File: config.mk
export PLATFORM = sky130hd
export DESIGN_NAME = pc_sequencer
export DESIGN_NICKNAME = d
export VERILOG_FILES = /design/src/rtl/pc_pkg.sv /design/src/rtl/ras_stack.sv /design/src/rtl/pc_sequencer.sv
export SDC_FILE = /design/constraint.sdc
export NUM_CORES = 1
export LEC_CHECK = 0
export BUFFER_PORTS_ARGS = -buffer_cell sky130_fd_sc_hd__buf_2
export CAP_MARGIN = 20
export CORE_UTILIZATION = 45
export CTS_BUF_LIST = sky130_fd_sc_hd__clkbuf_4 sky130_fd_sc_hd__clkbuf_8 sky130_fd_sc_hd__clkbuf_16
export DETAILED_ROUTE_END_ITERATION = 8
export SETUP_SLACK_MARGIN = 0.1
export SYNTH_ARGS = -nofsm -noshare
export SYNTH_HDL_FRONTEND = slang
export SYNTH_HIERARCHICAL = 1
export SYNTH_SLANG_ARGS = --single-unit
File: constraint.sdc
create_clock -name clk_in -period 10 [get_ports clk_in]
set_clock_uncertainty 0.15 [all_clocks]
set_input_delay 2 -clock clk_in [delete_from_list [all_inputs] [get_ports clk_in]]
set_output_delay 2 -clock clk_in [all_outputs]
set_load 0.05 [all_outputs]
File: src/rtl/pc_pkg.sv
// Shared definitions for the PC sequencer: FSM state encoding and the fixed
// instruction size used for sequential fetch.
package pc_pkg;

  typedef enum logic [0:0] {
    BOOT = 1'b0,
    RUN  = 1'b1
  } pc_state_e;

  localparam int unsigned INSTR_BYTES = 32'd4;

endpackage

File: src/rtl/ras_stack.sv
// Circular return-address stack: a push when full overwrites the oldest entry,
// and a combined push/pop replaces the top entry in place.
module ras_stack
  import pc_pkg::*;
#(
  parameter int XLEN      = 64,
  parameter int RAS_DEPTH = 4
) (
  input  logic            clk_in,
  input  logic            reset,
  input  logic            push,
  input  logic            pop,
  input  logic [XLEN-1:0] push_data,
  output logic [XLEN-1:0] top,
  output logic            empty
);

  localparam int PTR_W = $clog2(RAS_DEPTH);
  localparam int CNT_W = $clog2(RAS_DEPTH + 1);

  logic [XLEN-1:0]  mem_r [RAS_DEPTH];
  logic [PTR_W-1:0] ptr_r;
  logic [CNT_W-1:0] count_r;
  logic [PTR_W-1:0] top_idx_s;
  logic             replace_s;
  logic             push_only_s;
  logic             pop_only_s;

  // ptr_r is the next free slot; the top lives one below it
  assign top_idx_s   = ptr_r - PTR_W'(1);
  assign top         = mem_r[top_idx_s];
  assign empty       = (count_r == CNT_W'(0));
  assign replace_s   = push && pop && !empty;
  assign push_only_s = push && !replace_s;
  assign pop_only_s  = pop && !push && !empty;

  // Pointer and occupancy tracking
  always_ff @(posedge clk_in) begin
    if (reset) begin
      ptr_r   <= PTR_W'(0);
      count_r <= CNT_W'(0);
    end else if (push_only_s) begin
      ptr_r   <= ptr_r + PTR_W'(1);
      count_r <= (count_r == CNT_W'(RAS_DEPTH)) ? count_r : count_r + CNT_W'(1);
    end else if (pop_only_s) begin
      ptr_r   <= ptr_r - PTR_W'(1);
      count_r <= count_r - CNT_W'(1);
    end else begin
      ptr_r   <= ptr_r;
      count_r <= count_r;
    end
  end

  // Entry storage; contents are don't-care after reset since count gates use
  always_ff @(posedge clk_in) begin
    if (replace_s) begin
      mem_r[top_idx_s] <= push_data;
    end else if (push_only_s) begin
      mem_r[ptr_r] <= push_data;
    end
  end

endmodule

File: src/rtl/pc_sequencer.sv
// Fetch PC sequencer: boot/run FSM, aligned redirects, sequential advance and
// return-address prediction through ras_stack. All outputs come from flops.
module pc_sequencer
  import pc_pkg::*;
#(
  parameter int              XLEN         = 64,
  parameter logic [XLEN-1:0] RESET_VECTOR = '0,
  parameter int              RAS_DEPTH    = 4
) (
  input  logic            clk_in,
  input  logic            reset,
  input  logic            fetch_ready_in,
  input  logic            stall_in,
  input  logic            redirect_valid_in,
  input  logic [XLEN-1:0] redirect_addr_in,
  input  logic            ras_push_in,
  input  logic            ras_pop_in,
  output logic [XLEN-1:0] pc_out,
  output logic            pc_valid_out,
  output logic            misaligned_out
);

  pc_state_e       state_r;
  pc_state_e       state_next_s;
  logic [XLEN-1:0] pc_r;
  logic [XLEN-1:0] pc_next_s;
  logic [XLEN-1:0] seq_pc_s;
  logic            valid_r;
  logic            misaligned_r;
  logic            advance_s;
  logic            misaligned_s;
  logic            redirect_ok_s;
  logic            ras_push_s;
  logic            ras_pop_s;
  logic [XLEN-1:0] ras_top_s;
  logic            ras_empty_s;

  assign advance_s     = (state_r == RUN) && fetch_ready_in && !stall_in;
  assign misaligned_s  = redirect_valid_in && (redirect_addr_in[1:0] != 2'b00);
  assign redirect_ok_s = redirect_valid_in && (redirect_addr_in[1:0] == 2'b00);
  assign seq_pc_s      = pc_r + XLEN'(INSTR_BYTES);
  // A rejected redirect leaves the RAS operations of this cycle intact
  assign ras_push_s    = advance_s && !redirect_ok_s && ras_push_in;
  assign ras_pop_s     = advance_s && !redirect_ok_s && ras_pop_in;

  ras_stack #(
    .XLEN      (XLEN),
    .RAS_DEPTH (RAS_DEPTH)
  ) u_ras (
    .clk_in    (clk_in),
    .reset     (reset),
    .push      (ras_push_s),
    .pop       (ras_pop_s),
    .push_data (seq_pc_s),
    .top       (ras_top_s),
    .empty     (ras_empty_s)
  );

  // State register
  always_ff @(posedge clk_in) begin
    if (reset) begin
      state_r <= BOOT;
    end else begin
      state_r <= state_next_s;
    end
  end

  // Next-state and next-PC selection
  always_comb begin
    state_next_s = state_r;
    pc_next_s    = pc_r;
    case (state_r)
      BOOT:    state_next_s = RUN;
      RUN:     state_next_s = RUN;
      default: state_next_s = BOOT;
    endcase
    if (redirect_ok_s) begin
      pc_next_s = redirect_addr_in;
    end else if (ras_pop_s && !ras_empty_s) begin
      pc_next_s = ras_top_s;
    end else if (advance_s) begin
      pc_next_s = seq_pc_s;
    end else begin
      pc_next_s = pc_r;
    end
  end

  // Output registers
  always_ff @(posedge clk_in) begin
    if (reset) begin
      pc_r         <= RESET_VECTOR;
      valid_r      <= 1'b0;
      misaligned_r <= 1'b0;
    end else begin
      pc_r         <= pc_next_s;
      valid_r      <= (state_next_s == RUN);
      misaligned_r <= misaligned_s;
    end
  end

  assign pc_out         = pc_r;
  assign pc_valid_out   = valid_r;
  assign misaligned_out = misaligned_r;

endmodule

==> results of run 1 <==
how the worst max path moves through the flow:
stage                      startpoint                  to  slack [ns]
floorplan           redirect_valid_in   u_ras/mem_r[1][0]        0.61
global placement    redirect_valid_in  u_ras/mem_r[3][36]        4.52
detailed placement  redirect_valid_in  u_ras/mem_r[3][36]        4.45
CTS                 redirect_valid_in  u_ras/mem_r[3][31]        4.98
global route        redirect_valid_in  u_ras/mem_r[0][38]        4.72
finish              redirect_valid_in  u_ras/mem_r[3][36]        4.94
sequential cells by signal, indices dropped and copies added, names as in the netlist:
register	cells
misaligned_out	1
pc_out	64
u_ras/count_r	3
pc_valid_out	1
u_ras/mem_r	256
u_ras/ptr_r	2
where the power goes:
| group | switching [mW] | total [mW] | internal, mW |
|---|---|---|---|
| clock | 0.526 | 1.32 | 0.798 |
| sequential | 0.0374 | 1.53 | 1.49 |
| combinational | 0.155 | 0.226 | 0.0715 |
| total | 0.718 | 3.08 | 2.36 |
area by class of cell:
type	instances	area [µm²]	share of cell area
Clock buffer	54	1079	0.06236
Clock inverter	10	103.9	0.006005
Inverter	20	75.07	0.004341
Multi-Input combinational cell	713	5500	0.3180
Sequential cell	327	9116	0.5271
Tap cell	442	553.0	0.03198
Timing Repair Buffer	160	868.3	0.05021
cells in the final DEF, fill, tap and decap left out, types with 4 or more instances in the layout:
master / n
sky130_fd_sc_hd__a211o_1: 6
sky130_fd_sc_hd__a211oi_1: 16
sky130_fd_sc_hd__a21oi_1: 67
sky130_fd_sc_hd__a311oi_1: 14
sky130_fd_sc_hd__a31o_2: 11
sky130_fd_sc_hd__a31oi_1: 8
sky130_fd_sc_hd__and3_1: 18
sky130_fd_sc_hd__and3b_1: 4
sky130_fd_sc_hd__and4_1: 8
sky130_fd_sc_hd__buf_2: 136
sky130_fd_sc_hd__buf_4: 23
sky130_fd_sc_hd__clkbuf_16: 37
sky130_fd_sc_hd__clkbuf_4: 13
sky130_fd_sc_hd__clkbuf_8: 4
sky130_fd_sc_hd__clkinv_1: 4
sky130_fd_sc_hd__dfxtp_1: 69
sky130_fd_sc_hd__edfxtp_1: 256
sky130_fd_sc_hd__inv_1: 19
sky130_fd_sc_hd__mux2i_1: 12
sky130_fd_sc_hd__mux4_2: 64
sky130_fd_sc_hd__nand2_1: 78
sky130_fd_sc_hd__nand3_1: 49
sky130_fd_sc_hd__nand4_1: 26
sky130_fd_sc_hd__nor2_1: 89
sky130_fd_sc_hd__nor3_1: 35
sky130_fd_sc_hd__nor3_2: 4
sky130_fd_sc_hd__nor4_1: 13
sky130_fd_sc_hd__nor4_2: 4
sky130_fd_sc_hd__o211a_1: 6
sky130_fd_sc_hd__o21a_1: 6
sky130_fd_sc_hd__o21ai_0: 25
sky130_fd_sc_hd__o221ai_1: 4
sky130_fd_sc_hd__o22ai_1: 6
sky130_fd_sc_hd__or3_1: 9
sky130_fd_sc_hd__xnor2_1: 31
sky130_fd_sc_hd__xor2_1: 31
Yosys cell counts (all sizes together), types with 14 or more instances:
cell    number  area share
nand4       27       0.012
and3        18      0.0075
o21ai       28      0.0093
nor3        40       0.015
xor2        31       0.018
dfxtp       71       0.095
buf         31       0.013
inv         19      0.0048
nor4        17      0.0088
nor2        91       0.023
a311oi      14      0.0082
a21oi       69       0.023
xnor2       31       0.018
edfxtp     256        0.51
nand3       49       0.016
clkbuf      48       0.012
a211oi      16      0.0080
nand2       78       0.020
mux4        64       0.096
cell families (layout without fill, tap and decap cells):
group           after synthesis  in the layout
buf+inv                      99            244
fa+ha+maj                     3              3
simple gates                365            365
compound gates              206            206
mux                          77             77
flops                       327            327
xor+xnor                     62             62
layer usage:
layer / vias up / GRT usage
li1: 4672 / -
met1: 5311 / 0.3449
met2: 431 / 0.4086
met3: 65 / 0.03537
met4: 0 / 0.08400
met5: - / 0
through the flow:
| stage | setup WS, ns | power (mW) | cells |
|---|---|---|---|
| 3_3_place_gp | 4.519 | 1.775 | 1661 |
| 2_1_floorplan | 0.6137 | 1.700 | 1139 |
| 6_report | 4.944 | 3.077 | 1726 |
| 5_1_grt | 4.717 | 3.163 | 1726 |
| 3_5_place_dp | 4.447 | 1.780 | 1661 |
| 4_1_cts | 4.975 | 3.096 | 1725 |
==> flow_metrics.py, run 1 <==
metrics = {
    "routing": {
        "avgRoutedWirePerCell_um": 24.41,
        "dr_wl_met2_mm": 20.23,
        "final_antenna_net_count": 0,
        "route.top_layer_used": "met4",
        "vias": 10479,
        "route.detailed.vias_per_inst": 6.071,
        "met1_length_mm": 18.21,
        "wl_met3_mm": 2.636,
        "remaining_drc_errors": 0,
        "dr.first_iter.drc_count": 973,
        "wirelength_mm": 42.13,
        "detail_route.first_pass.iterations": 5,
    },
    "clocking": {
        "hold_buffers": 0,
        "post_cts_buffers": 0,
        "cts_tree": "built",
        "cts.reportedPaths.clkPinSlew_ns": 0.06,
        "cts-buffers-inserted": 36,
        "cts.repair.resized": 0,
        "clock_tree.buffer_depth": 3,
        "clock_tree.root_cell": "sky130_fd_sc_hd__clkbuf_16",
        "tritoncts_num_sinks": 327,
        "clk_lat_worst_skew_ns": 0.51,
        "cts_max_level": 2,
    },
    "pwr": {
        "vdd_ir_drop_max_uv": 111.7,
        "power.static_leakage_nw": 6.043,
        "power.density_mw_per_mm2": 177.9,
    },
    "setup_path": {
        "r2r-end": "pc_out[50]",
        "path_cells": "buf_2, or3b_4, and3_1, nand2_1, ha_1, nand2b_1, a21oi_4, buf_4",
        "critPathMaxStageDelay_ns": 0.81,
        "slowest_stage_cell_on_the_critical_path": "sky130_fd_sc_hd__buf_4",
        "worstSetupPathType": "primary input to register",
        "critical_path_arrival_ns": 5.03,
        "cp_num_cells": 8,
        "timing.critical_path.from_type": "primary input",
        "endpoint_class_of_the_critical_path": "register",
        "timing.reg2reg.worst_path_depth": 8,
        "critPathRequiredTime_ns": 9.97,
        "r2r_start": "u_ras/count_r[0]",
        "critical_path.max_fanout": 64,
        "ff2ff_setup_slack_ns": 6.49,
        "cp_delay_by_family_top": "simple AND/OR/NAND/NOR gates",
        "cp_num_buf_inv": 2,
    },
    "layout": {
        "fillers": 2831,
        "nets": 1332,
        "layout-area-overhead-vs-synth_pct": 15.30,
        "drive_above_1_share": 0.2531,
        "design_area_mm2": 0.01730,
        "antenna_cells": 0,
        "post_route_core_utilization": 0.5289,
    },
    "placed_design": {
        "numPortBuffers": 136,
        "gp_congestion": 0.8022,
        "dp_hpwl_mm": 25.54,
        "place_area_mm2": 0.01610,
    },
    "synth": {
        "synth_area_in_compound_gates": 0.09359,
        "average_cell_area_after_synthesis_um2": 13.17,
        "synthDistinctLibCells": 74,
        "synthCells": 1139,
        "ys.flop_type": "sky130_fd_sc_hd__edfxtp_1",
        "synth-seq-area-share": 0.6072,
        "synth_top_family_by_area": "simple AND/OR/NAND/NOR gates",
        "yosys.area_share.xor_xnor": 0.03620,
        "synth_edf_count": 256,
        "synth_seq_cells": 327,
        "async_reset_ff_frac": 0,
        "netlist_area_before_placement_mm2": 0.01500,
        "post_synth_fa_ha_maj_area_fraction": 0.002502,
        "post_synth_and_or_nand_nor_area_fraction": 0.1260,
        "share_of_cell_area_taken_by_muxes_after_synthesis": 0.1048,
        "synth.net_count": 1213,
        "yosys_warnings": 6,
    },
    "sta": {
        "worst_hold_slack_ns": 0.3963,
        "period_minus_slack_ns": 5.056,
        "maxSlewViolCount": 0,
        "rsz0062_at_grt": "no",
        "timing.max_slew.rel_slack": 0.2948,
        "timing_hold_violations_final": 0,
        "post-route-period-util": 0.5056,
        "final_count_of_negative_setup_slack_endpoints": 0,
        "max_slew.worst_pin.slew_ns": 1.058,
        "finalSetupTns_ns": 0,
        "achievable-frequency_ghz": 0.1978,
    },
    "floorplanning": {
        "chipHeight_um": 184.6,
        "start_util": 0.4587,
        "die_x_um": 184.6,
        "top_level_ports": 137,
        "die_area_mm2": 0.03407,
        "std_cell_rows": 66,
        "core_region_area_mm2": 0.03270,
    },
    "hold_path": {
        "min-delay-path-class": "register to register",
        "hold_start": "pc_out[55]",
        "worstHoldPathCells": 1,
        "hold-path-endpoint": "pc_out[55]",
    },
    "global_routing": {
        "grt_overflow_total": 0,
        "pin_count_of_the_biggest_net_entering_global_routing": 66,
        "grt_pass1_wl_mm": 62.76,
        "first_global_vias": 10212,
        "grt_use_total": 0.2507,
        "grt_antenna_before_repair": 0,
    },
    "run": {
        "drv.max_cap_violation_count": 0,
    },
    "status": {
        "result_of_the_run": "completed",
    },
}
Power figures use the tool's default switching activity.
==> run 2: changes to the inputs <==
--- a/config.mk
+++ b/config.mk
@@ -10,6 +10,7 @@
 export CORE_UTILIZATION = 45
 export CTS_BUF_LIST = sky130_fd_sc_hd__clkbuf_4 sky130_fd_sc_hd__clkbuf_8 sky130_fd_sc_hd__clkbuf_16
 export DETAILED_ROUTE_END_ITERATION = 8
+export PLACE_DENSITY = 0.66
 export SETUP_SLACK_MARGIN = 0.1
 export SYNTH_ARGS = -nofsm -noshare
 export SYNTH_HDL_FRONTEND = slang
==> constraint.sdc (replaced) <==
create_clock -name clk_in -period 4.4 [get_ports clk_in]
set_clock_uncertainty 0.15 [all_clocks]
set_input_delay 0.88 -clock clk_in [delete_from_list [all_inputs] [get_ports clk_in]]
set_output_delay 0.88 -clock clk_in [all_outputs]
set_load 0.05 [all_outputs]
==> flow_metrics.py, run 2 (synthesized netlist as in run 1, its figures left out) <==
metrics = {
    "global_routing": {
        "pin_count_of_the_biggest_net_entering_global_routing": 58,
        "grt_use_total": 0.2537,
        "first_global_vias": 10594,
        "grt_pass1_wl_mm": 64.03,
        "grt_overflow_total": 0,
        "grt_antenna_before_repair": 0,
    },
    "layout": {
        "antenna_cells": 0,
        "drive_above_1_share": 0.2615,
        "multi_input_area_mm2": 0.005520,
        "most-common-layout-cells": "sky130_fd_sc_hd__edfxtp_1, sky130_fd_sc_hd__buf_2, sky130_fd_sc_hd__nor2_1",
        "layout_commonest_cell": "sky130_fd_sc_hd__edfxtp_1",
        "nets": 1346,
        "largest_reg_flops": 256,
        "fillers": 2802,
        "ff_latch_area_mm2": 0.009116,
        "design_area_mm2": 0.01749,
        "layout-area-overhead-vs-synth_pct": 16.57,
        "largest_register": "u_ras/mem_r",
    },
    "placed_design": {
        "dp_hpwl_mm": 27.69,
        "place_worst_setup_slack_ns": 0.7671,
        "numPortBuffers": 136,
        "place_area_mm2": 0.01627,
        "gp_congestion": 0.8518,
    },
    "pwr": {
        "power.static_leakage_nw": 6.134,
        "design_power_total_mw": 7.040,
        "power.density_mw_per_mm2": 402.6,
        "vdd_ir_drop_max_uv": 244.2,
    },
    "sta": {
        "finalSetupTns_ns": 0,
        "timing.max_slew.rel_slack": 0.3666,
        "maxSlewViolCount": 0,
        "final_count_of_negative_setup_slack_endpoints": 0,
        "period_minus_slack_ns": 3.162,
        "timing_hold_violations_final": 0,
        "achievable-frequency_ghz": 0.3163,
        "worst_hold_slack_ns": 0.4186,
        "timing.final.ws_setup_ns": 1.238,
        "post-route-period-util": 0.7186,
        "max_slew.worst_pin.slew_ns": 0.9501,
        "rsz0062_at_grt": "no",
    },
    "setup_path": {
        "endpoint_class_of_the_critical_path": "register",
        "critical_path.max_fanout": 12,
        "critical_path_arrival_ns": 3.48,
        "timing.reg2reg.worst_path_depth": 5,
        "critPathRequiredTime_ns": 4.71,
        "timing.critical_path.from_type": "primary input",
        "worstSetupPathType": "primary input to register",
    },
    "routing": {
        "remaining_drc_errors": 0,
        "avgRoutedWirePerCell_um": 24.37,
        "vias": 10766,
        "detail_route.first_pass.iterations": 7,
        "route.detailed.vias_per_inst": 6.180,
        "wirelength_mm": 42.46,
        "final_antenna_net_count": 0,
        "dr.first_iter.drc_count": 1041,
    },
    "run": {
        "drv.max_cap_violation_count": 0,
    },
    "floorplanning": {
        "start_util": 0.4587,
        "top_level_ports": 137,
        "chipHeight_um": 184.6,
        "die_area_mm2": 0.03407,
        "core_region_area_mm2": 0.03270,
        "std_cell_rows": 66,
        "die_x_um": 184.6,
    },
    "clocking": {
        "clk_lat_worst_skew_ns": 0.52,
        "tritoncts_num_sinks": 327,
        "cts_max_level": 2,
        "clock_tree.buffer_depth": 3,
        "cts-buffers-inserted": 37,
        "cts.reportedPaths.clkPinSlew_ns": 0.06,
        "hold_buffers": 0,
        "cts.repair.resized": 0,
        "cts_tree": "built",
        "clock_tree.root_cell": "sky130_fd_sc_hd__clkbuf_16",
        "post_cts_buffers": 0,
    },
    "hold_path": {
        "min-delay-path-class": "register to register",
        "worstHoldPathCells": 1,
    },
    "status": {
        "result_of_the_run": "completed",
    },
}
[run 2: final timing paths]
kind | startpoint | to | slack, ns
min | pc_out[55] | pc_out[55] | 0.42
max | stall_in | pc_out[57] | 1.24
min reg2reg | pc_out[55] | pc_out[55] | 0.42
max reg2reg | pc_out[6] | u_ras/mem_r[0][61] | 1.28
[run 2: final cells by class]
class,instances,area share
Clock buffer,53,0.06233
Clock inverter,14,0.007013
Timing Repair Buffer,173,0.05767
Multi-Input combinational cell,713,0.3157
Sequential cell,327,0.5214
Inverter,20,0.004293
Tap cell,442,0.03163
[run 2: stage by stage]
stage,std cells,util
floorplan,1139,-
global placement,1675,0.4976
detailed placement,1675,0.4976
CTS,1742,0.5347
global route,1742,0.5347
finish,1742,0.5347
[run 2: report_power, final]
group | total [mW] | internal, mW | switching (mW) | leakage [nW]
Combinational | 0.526 | 0.168 | 0.357 | 2.57
Clock | 3.04 | 1.84 | 1.20 | 0.615
Sequential | 3.47 | 3.39 | 0.0858 | 2.95
Total | 7.04 | 5.40 | 1.65 | 6.13
[run 2: critical path, stage by stage]
cell                       delay (ns)
sky130_fd_sc_hd__buf_2           0.10
sky130_fd_sc_hd__nand3b_1        0.64
sky130_fd_sc_hd__nor2_1          0.91
sky130_fd_sc_hd__nand2_1         0.41
sky130_fd_sc_hd__nor4b_1         0.37
sky130_fd_sc_hd__a221o_1         0.15
[run 2: routing by layer]
layer  track usage  wire [µm]
met5             0          0
met4       0.07933       1025
met3       0.05750       4415
met2        0.3967      19520
met1        0.3517      17490
==> run 3: changes to the inputs <==
--- a/config.mk
+++ b/config.mk
@@ -10,7 +10,6 @@
 export CORE_UTILIZATION = 45
 export CTS_BUF_LIST = sky130_fd_sc_hd__clkbuf_4 sky130_fd_sc_hd__clkbuf_8 sky130_fd_sc_hd__clkbuf_16
 export DETAILED_ROUTE_END_ITERATION = 8
-export PLACE_DENSITY = 0.66
 export SETUP_SLACK_MARGIN = 0.1
 export SYNTH_ARGS = -nofsm -noshare
 export SYNTH_HDL_FRONTEND = slang
==> constraint.sdc (replaced) <==
create_clock -name clk_in -period 3.2 [get_ports clk_in]
set_clock_uncertainty 0.15 [all_clocks]
set_input_delay 0.64 -clock clk_in [delete_from_list [all_inputs] [get_ports clk_in]]
set_output_delay 0.64 -clock clk_in [all_outputs]
set_load 0.05 [all_outputs]
==> flow_metrics.py, run 3 (synthesized netlist as in run 1, its figures left out) <==
metrics = {
    "placed_design": {
        "place_inst": 1714,
        "gp_congestion": 0.8304,
        "dp_hpwl_mm": 27.66,
        "numPortBuffers": 136,
    },
    "routing": {
        "detail_route.first_pass.iterations": 5,
        "wirelength_mm": 43.45,
        "route.detailed.vias_per_inst": 6.027,
        "vias": 10741,
        "avgRoutedWirePerCell_um": 24.38,
        "remaining_drc_errors": 0,
        "dr.first_iter.drc_count": 1086,
        "final_antenna_net_count": 0,
    },
    "clocking": {
        "cts-buffers-inserted": 37,
        "clock_tree.root_cell": "sky130_fd_sc_hd__clkbuf_16",
        "cts_tree": "built",
        "hold_buffers": 0,
        "clk_lat_worst_skew_ns": 0.53,
        "cts.repair.resized": 0,
        "cts_max_level": 2,
        "post_cts_buffers": 0,
        "cts.reportedPaths.clkPinSlew_ns": 0.06,
        "clock_tree.buffer_depth": 3,
        "tritoncts_num_sinks": 327,
    },
    "sta": {
        "rsz0062_at_grt": "no",
        "timing_hold_violations_final": 0,
        "achievable-frequency_ghz": 0.3414,
        "post-route-period-util": 0.9153,
        "max_slew.worst_pin.slew_ns": 0.9301,
        "maxSlewViolCount": 0,
        "finalSetupTns_ns": 0,
        "final_count_of_negative_setup_slack_endpoints": 0,
        "timing.max_slew.rel_slack": 0.3777,
        "period_minus_slack_ns": 2.929,
    },
    "layout": {
        "most-common-layout-cells": "sky130_fd_sc_hd__edfxtp_1, sky130_fd_sc_hd__buf_2, sky130_fd_sc_hd__nor2_1",
        "layout-area-overhead-vs-synth_pct": 19.50,
        "largest_reg_flops": 256,
        "nets": 1385,
        "stdcell_count": 1782,
        "post_route_core_utilization": 0.5482,
        "layout_commonest_cell": "sky130_fd_sc_hd__edfxtp_1",
        "largest_register": "u_ras/mem_r",
        "drive_above_1_share": 0.2851,
        "antenna_cells": 0,
    },
    "setup_path": {
        "critPathCapture": "u_ras/mem_r[2][46]",
        "ff2ff_setup_slack_ns": 0.27,
        "slowest_stage_cell_on_the_critical_path": "sky130_fd_sc_hd__dfxtp_1",
        "cp_num_buf_inv": 2,
        "worstSetupPathType": "register to register",
        "r2r_start": "pc_out[2]",
        "timing.reg2reg.worst_path_depth": 7,
        "critical_path_arrival_ns": 3.09,
        "endpoint_class_of_the_critical_path": "register",
        "critPathRequiredTime_ns": 3.36,
        "worst_setup_path_startpoint": "pc_out[2]",
        "timing.critical_path.mode_cell": "sky130_fd_sc_hd__buf_4",
        "timing.critical_path.from_type": "register",
        "cp_num_cells": 7,
        "cp_delay_by_family_top": "simple AND/OR/NAND/NOR gates",
        "r2r-end": "u_ras/mem_r[2][46]",
        "path_cells": "ha_1, and3_1, nand3_1, buf_4, nor4_1, buf_4, xor2_1",
        "critPathMaxStageDelay_ns": 0.46,
        "critical_path.max_fanout": 8,
    },
    "run": {
        "drv.max_cap_violation_count": 0,
    },
    "floorplanning": {
        "core_region_area_mm2": 0.03270,
        "top_level_ports": 137,
        "die_x_um": 184.6,
        "std_cell_rows": 66,
        "start_util": 0.4587,
        "die_area_mm2": 0.03407,
        "chipHeight_um": 184.6,
    },
    "pwr": {
        "power.density_mw_per_mm2": 549.2,
        "design_power_total_mw": 9.845,
        "vdd_ir_drop_max_uv": 304.3,
        "power.static_leakage_nw": 6.387,
    },
    "global_routing": {
        "grt_pass1_wl_mm": 64.92,
        "grt_antenna_before_repair": 0,
        "pin_count_of_the_biggest_net_entering_global_routing": 79,
        "first_global_vias": 10576,
        "grt_overflow_total": 0,
        "grt_use_total": 0.2595,
    },
    "status": {
        "result_of_the_run": "completed",
    },
    "hold_path": {
        "min-delay-path-class": "primary input to register",
    },
}
==> run 3: area by class of cell <==
cell class,count,area (µm²)
Clock buffer,51,1091
Clock inverter,17,166.4
Fill cell,2781,14780
Inverter,20,75.07
Multi-Input combinational cell,713,5523
Sequential cell,327,9116
Tap cell,442,553.0
Timing Repair Buffer,212,1401
==> run 3: metrics by stage <==
step | worst slack [ns] | hold WS (ns) | instance area [µm²]
after detailed placement | 0.01033 | 0.3869 | 16670
after floorplan | -1.541 | 0.3323 | 15120
after CTS | 0.3090 | 0.1968 | 17930
after global routing | 0.1169 | 0.2127 | 17930
after global placement | 0.03038 | 0.3848 | 16670
final | 0.2712 | 0.2066 | 17930
==> run 3: tightest hold or removal path, delay by kind of cell <==
family	cells	cell delay [ns]
AND/OR/NAND/NOR	1	0.05
AO/OA/AOI/OAI	1	0.06
buffers and inverters	1	0.09
==> run 3: how the worst min path moves through the flow <==
stage	from	end	slack (ns)	depth (start not counted)
floorplan	pc_out[0]	u_ras/mem_r[0][0]	0.33	0
global placement	pc_out[1]	u_ras/mem_r[3][1]	0.38	0
detailed placement	pc_out[0]	u_ras/mem_r[2][0]	0.39	0
CTS	redirect_addr_in[4]	pc_out[4]	0.20	3
global route	redirect_addr_in[3]	pc_out[3]	0.21	3
finish	redirect_addr_in[16]	pc_out[16]	0.21	3
==> run 3: per-layer routing <==
layer	share of wire	wire length [µm]	global-route usage
met5	0	0	0
met4	0.029	1274	0.09367
met3	0.076	3314	0.03991
met2	0.47	20470	0.4103
met1	0.42	18380	0.3629
==> run 3: power breakdown <==
group          total [mW]  internal (mW)  switching, mW
Combinational       0.775          0.257          0.519
Sequential           4.74           4.65         0.0903
Clock                4.32           2.64           1.69
